==> src/rtl/rgb_to_gray_stream.sv <==
// Streaming RGB-to-gray converter: three registered stages (expand, multiply/compare,
// round/pack) with valid/ready handshakes and bubble-collapsing stalls.
module rgb_to_gray_stream #(
   parameter int unsigned R_W   = 5,
   parameter int unsigned G_W   = 6,
   parameter int unsigned B_W   = 5,
   parameter int unsigned OUT_W = 8
) (
   input  logic                     i_clk,
   input  logic                     i_rst,
   input  logic [R_W+G_W+B_W-1:0]   i_rgb,
   input  logic [1:0]               i_mode,
   input  logic                     i_valid,
   output logic                     o_ready,
   output logic [OUT_W-1:0]         o_gray,
   output logic [15:0]              o_gray_rgb565,
   output logic                     o_valid,
   input  logic                     i_ready
);

   localparam int unsigned PixW = R_W + G_W + B_W;

   localparam logic [1:0] ModeLuma  = 2'd0;
   localparam logic [1:0] ModeAvg   = 2'd1;
   localparam logic [1:0] ModeMax   = 2'd2;
   localparam logic [1:0] ModeGreen = 2'd3;

   // Stage 1: expanded channels
   logic       s1_valid_q, s1_valid_d;
   logic [7:0] s1_r_q, s1_r_d;
   logic [7:0] s1_g_q, s1_g_d;
   logic [7:0] s1_b_q, s1_b_d;
   logic [1:0] s1_mode_q, s1_mode_d;

   // Stage 2: un-shifted accumulator (products + rounding constant, or plain 8-bit value)
   logic        s2_valid_q, s2_valid_d;
   logic [17:0] s2_acc_q, s2_acc_d;
   logic [1:0]  s2_mode_q, s2_mode_d;

   // Stage 3: final outputs
   logic             s3_valid_q, s3_valid_d;
   logic [OUT_W-1:0] s3_gray_q, s3_gray_d;
   logic [15:0]      s3_rgb565_q, s3_rgb565_d;

   logic s1_adv, s2_adv, s3_adv;

   logic [R_W-1:0] r_in;
   logic [G_W-1:0] g_in;
   logic [B_W-1:0] b_in;
   logic [7:0]     r8, g8, b8;

   // Handshake control: a stage loads when it is empty or its successor moves on
   always_comb begin
      s3_adv  = !s3_valid_q || i_ready;
      s2_adv  = !s2_valid_q || s3_adv;
      s1_adv  = !s1_valid_q || s2_adv;
      o_ready = s1_adv;
      o_valid = s3_valid_q;
      o_gray  = s3_gray_q;
      o_gray_rgb565 = s3_rgb565_q;
   end

   // Expand each channel to 8 bits by cyclic MSB replication (identity at width 8)
   always_comb begin
      r_in = i_rgb[PixW-1 -: R_W];
      g_in = i_rgb[G_W+B_W-1 -: G_W];
      b_in = i_rgb[B_W-1:0];
      r8   = '0;
      g8   = '0;
      b8   = '0;
      for (int i = 0; i < 8; i++) begin
         r8[7-i] = r_in[R_W-1-(i%R_W)];
         g8[7-i] = g_in[G_W-1-(i%G_W)];
         b8[7-i] = b_in[B_W-1-(i%B_W)];
      end
   end

   // Stage 1 next state
   always_comb begin
      s1_valid_d = s1_valid_q;
      s1_r_d     = s1_r_q;
      s1_g_d     = s1_g_q;
      s1_b_d     = s1_b_q;
      s1_mode_d  = s1_mode_q;
      if (s1_adv) begin
         s1_valid_d = i_valid;
         if (i_valid) begin
            s1_r_d    = r8;
            s1_g_d    = g8;
            s1_b_d    = b8;
            s1_mode_d = i_mode;
         end
      end
   end

   logic [9:0]  sum3;
   logic [7:0]  max_rg, max_rgb;
   logic [17:0] acc_calc;

   // Stage 2 next state: weighted sums with rounding constants, or compare/select
   always_comb begin
      sum3     = {2'b00, s1_r_q} + {2'b00, s1_g_q} + {2'b00, s1_b_q};
      max_rg   = (s1_r_q > s1_g_q) ? s1_r_q : s1_g_q;
      max_rgb  = (max_rg > s1_b_q) ? max_rg : s1_b_q;
      acc_calc = '0;
      unique case (s1_mode_q)
         ModeLuma:  acc_calc = {10'd0, s1_r_q} * 18'd77 + {10'd0, s1_g_q} * 18'd150
                               + {10'd0, s1_b_q} * 18'd29 + 18'd128;
         ModeAvg:   acc_calc = {8'd0, sum3} * 18'd171 + 18'd256;
         ModeMax:   acc_calc = {10'd0, max_rgb};
         ModeGreen: acc_calc = {10'd0, s1_g_q};
         default:   acc_calc = '0;
      endcase
      s2_valid_d = s2_valid_q;
      s2_acc_d   = s2_acc_q;
      s2_mode_d  = s2_mode_q;
      if (s2_adv) begin
         s2_valid_d = s1_valid_q;
         if (s1_valid_q) begin
            s2_acc_d  = acc_calc;
            s2_mode_d = s1_mode_q;
         end
      end
   end

   logic [17:0] shifted;
   logic [7:0]  gray8;

   // Stage 3 next state: normalise, saturate, truncate and re-pack
   always_comb begin
      unique case (s2_mode_q)
         ModeLuma: shifted = s2_acc_q >> 8;
         ModeAvg:  shifted = s2_acc_q >> 9;
         default:  shifted = s2_acc_q;
      endcase
      gray8       = (shifted > 18'd255) ? 8'hFF : shifted[7:0];
      s3_valid_d  = s3_valid_q;
      s3_gray_d   = s3_gray_q;
      s3_rgb565_d = s3_rgb565_q;
      if (s3_adv) begin
         s3_valid_d = s2_valid_q;
         if (s2_valid_q) begin
            s3_gray_d   = gray8[7 -: OUT_W];
            s3_rgb565_d = {gray8[7:3], gray8[7:2], gray8[7:3]};
         end
      end
   end

   // Pipeline registers with synchronous reset; data cleared so outputs read zero
   always_ff @(posedge i_clk) begin
      if (i_rst) begin
         s1_valid_q  <= 1'b0;
         s1_r_q      <= '0;
         s1_g_q      <= '0;
         s1_b_q      <= '0;
         s1_mode_q   <= '0;
         s2_valid_q  <= 1'b0;
         s2_acc_q    <= '0;
         s2_mode_q   <= '0;
         s3_valid_q  <= 1'b0;
         s3_gray_q   <= '0;
         s3_rgb565_q <= '0;
      end else begin
         s1_valid_q  <= s1_valid_d;
         s1_r_q      <= s1_r_d;
         s1_g_q      <= s1_g_d;
         s1_b_q      <= s1_b_d;
         s1_mode_q   <= s1_mode_d;
         s2_valid_q  <= s2_valid_d;
         s2_acc_q    <= s2_acc_d;
         s2_mode_q   <= s2_mode_d;
         s3_valid_q  <= s3_valid_d;
         s3_gray_q   <= s3_gray_d;
         s3_rgb565_q <= s3_rgb565_d;
      end
   end

endmodule

==> config.mk <==
export PLATFORM = sky130hd
export DESIGN_NAME = rgb_to_gray_stream
export DESIGN_NICKNAME = d
export VERILOG_FILES = /design/src/rtl/rgb_to_gray_stream.sv
export SDC_FILE = /design/constraint.sdc
export NUM_CORES = 1
export LEC_CHECK = 0
export CORE_ASPECT_RATIO = 1.5
export CORE_MARGIN = 2
export CORE_UTILIZATION = 55
export DETAILED_ROUTE_END_ITERATION = 7
export PLACE_DENSITY_LB_ADDON = 0.1
export SLEW_MARGIN = 10
export SYNTH_ARGS = -nofsm -noshare
export SYNTH_HDL_FRONTEND = slang
export SYNTH_SLANG_ARGS = --single-unit
==> constraint.sdc <==
create_clock -name i_clk -period 13 [get_ports i_clk]
set_clock_uncertainty 0.2 [all_clocks]
set_input_delay 2.6 -clock i_clk [delete_from_list [all_inputs] [get_ports i_clk]]
set_output_delay 2.6 -clock i_clk [all_outputs]
set_load 0.01 [all_outputs]
==> flow_summary.toml <==
[timing]
relSlewSlack = 0.443
setup_viol = 0
hold_viol = 0
tightestPinTransition_ns = 0.834
fmax_mhz = 136
tns_ns = 0
slew_violations = 0
fin_crit_sh = 0.565
period_minus_slack_ns = 7.34
rsz0062_at_grt = "no"

[pwr]
switchingPower_uw = 918
powerDensity_mw_per_mm2 = 183
internal_power_uw = 798
power_frac_clock = 0.079
power.leakage_uw = 0.00484
seqPwrFrac = 0.109
swShare = 0.535
p_comb_frac = 0.812
vdd_drop_max_uv = 132
power_uw = 1720

[cells_and_area]
layout_commonest_cell = "inv_1"
num_antenna_cells = 0
layout_common_cells = "185 x inv_1, 178 x ha_1, 86 x fa_1, 66 x a21oi_1, 59 x nand2_1"
drive_above_1_share = 0.0400
final_util = 0.606
syn_to_final_growth_pct = 8.40
final_nets = 1286
fill_cells = 1396
final_cell_area_mm2 = 0.00938

[cts]
ctsLongestPathBuffers = 2
cts_tree = "done"
cts.clk_slew.worst_paths_ns = 0.07
ctsResizeCount = 0
cts_hold_buf = 0
clock-sinks = 49
htreeDepth = 2
cts_root_buffer = "clkbuf_16"
postCtsSetupRepairBufs = 0
clock_latency_ns = 0.29
cts_made_buffers = 5

[floorplan]
rows = 56
core_mm2 = 0.0155
initial_core_util = 0.559
die_area_mm2 = 0.0168
die_w_um = 106
dieHeight_um = 158
pin_count = 48

[routing]
wl_per_cell_um = 18.7
wl_um = 22500
ant_nets = 0
vias = 6899
vias_per_cell = 5.73
drt_iter0_drc = 295
drc_errors = 0
firstDrtPassIters = 6

[grt]
grtUsageMet2 = 0.521
grt_pass1_vias = 7098
grt_util_met3 = 0.0399
grt_busiest_layer = "met2"
antenna_found_initial = 0
grt_max_degree = 31
use_met1 = 0.298
grt_use_total = 0.279
grt.overflow.total = 0
grt_pass1_wl_um = 36100

[worst_setup_path]
cp-end-kind = "flop"
cpPeakStageDelay_ns = 0.69
start_kind = "flop"
crit_buf_inv = 4
path_cells = "ha_1, ha_1, inv_1, fa_1, fa_1, inv_1, ha_1, and2_2, a311o_2, xnor2_1, ha_1, fa_1, inv_1, fa_1, inv_1, fa_1, ha_1, ha_1, o211a_1, nand2b_1, nand3_1, a2111o_1, nand2_1, a221o_1"
worstPathArrival_ns = 7.38
path_delay_family = "adder cells"
critPathSlowestCell = "dfxtp_1"
cp_max_fo = 13
reg2reg_slack_ns = 5.66
path_class = "flop to flop"
path_common_cell = "ha_1"
required_ns = 13.04

[placed_design]
placed_cell_area_mm2 = 0.00923
gp_congestion = 1.04
post-dp-hpwl_um = 19300
io_buffers = 47

[yosys]
synthArstFlopShare = 0
yosys_most_used_dff = "dfxtp_1"
netlist_instances = 974
syn_area_mm2 = 0.00865
syn_avg_cell_area_um2 = 8.88
syn-num-nets = 1260
yosysSeqAreaShare = 0.113
ys_types = 67
ys_warn_count = 0
synth_edf_count = 0
ys_seq_elements = 49

[hold_path]
worst_hold_path_type = "flop to flop"

[run]
drv_cap = 0

[run_status]
status = "finished clean"
[tightest hold or removal path, delay by kind of cell (launching register included)]
kind / cells / cell delay (ns)
AOI/OAI and AO/OA: 1 / 0.07
DFF: 1 / 0.32
and+or+nand+nor: 1 / 0.06
[path summary, 6_finish.rpt]
path / from / to / cells past startpoint
setup / recovery: s1_g_q[6]$_SDFFE_PP0P_ / s2_acc_q[16]$_SDFFE_PP0P_ / 24
hold / removal: s2_acc_q[2]$_SDFFE_PP0P_ / s2_acc_q[2]$_SDFFE_PP0P_ / 2
setup reg to reg: s1_g_q[6]$_SDFFE_PP0P_ / s2_acc_q[16]$_SDFFE_PP0P_ / 24
hold reg to reg: s2_acc_q[2]$_SDFFE_PP0P_ / s2_acc_q[2]$_SDFFE_PP0P_ / 2
[layout make-up]
cell class,instances,area [µm²],share of cell area
multi-input combinational,707,6790,0.724
sequential,49,981,0.105
tap,203,254,0.0271
inverter,185,694,0.0741
clock buffer,5,125,0.0133
clock inverter,3,26.3,0.00280
timing repair buffer,52,508,0.0542
[flip-flops by register name, summed over array words and instances, names as in the netlist]
register	count
s2_valid_q	1
s1_g_q	6
s1_valid_q	1
s2_mode_q	2
s1_r_q	5
s1_mode_q	2
o_gray_rgb565	1
s2_acc_q	18
o_gray	7
s1_b_q	5
o_valid	1
[cell families (layout without fill, tap and decap cells)]
family          Yosys count  after routing  share of synthesized area
fa+ha+maj               264            264                      0.457
xor+xnor                 31             31                     0.0314
flops                    49             49                      0.113
mux                      23             23                     0.0278
buf+inv                 218            245                      0.102
simple gates            165            165                     0.0929
compound gates          224            224                      0.176
[synthesized netlist by cell type (all sizes together) (4+ instances only)]
library cell	number	area [µm²]
a2111oi	4	35.0
a211o	5	43.8
a211oi	22	170
a21o	21	158
a21oi	70	380
a221o	6	60.1
a221oi	4	35.0
a22oi	4	30.0
a31oi	6	37.5
and2	8	51.3
buf	22	145
clkbuf	11	41.3
dfxtp	49	981
fa	86	1720
ha	178	2230
inv	185	694
mux2	8	90.1
mux2i	15	150
nand2	59	221
nand2b	8	50.1
nand3	8	40.0
nand3b	4	30.0
nand4	5	37.5
nor2	33	129
nor2b	8	50.1
nor3	15	75.1
o211ai	8	60.1
o21ai	35	175
o21bai	9	67.6
o31ai	4	30.0
o41ai	4	42.6
or2	6	37.5
xnor2	19	166
xor2	12	105
[per-layer routing]
layer	wire [µm]	vias up
li1	-	3371
met1	8490	3317
met5	0	-
met4	1550	0
met2	11700	145
met3	736	66
[metrics by stage]
stage	hold slack, ns	cells	worst slack (ns)
finish	0.305	1204	5.66
global route	0.324	1204	5.32
CTS	0.311	1204	5.64
detailed placement	0.299	1196	5.63
global placement	0.296	1196	5.80
floorplan	0.242	974	6.11
[power groups by stage]
stage / logic [µW] / registers, µW / clock network [µW]
after global routing: 1570 / 190 / 145
after global placement: 1370 / 190 / 0
after detailed placement: 1390 / 190 / 0
final: 1390 / 187 / 135
after floorplan: 1020 / 183 / 0
after CTS: 1400 / 187 / 137
No activity file was read; power rests on OpenSTA's default activity.
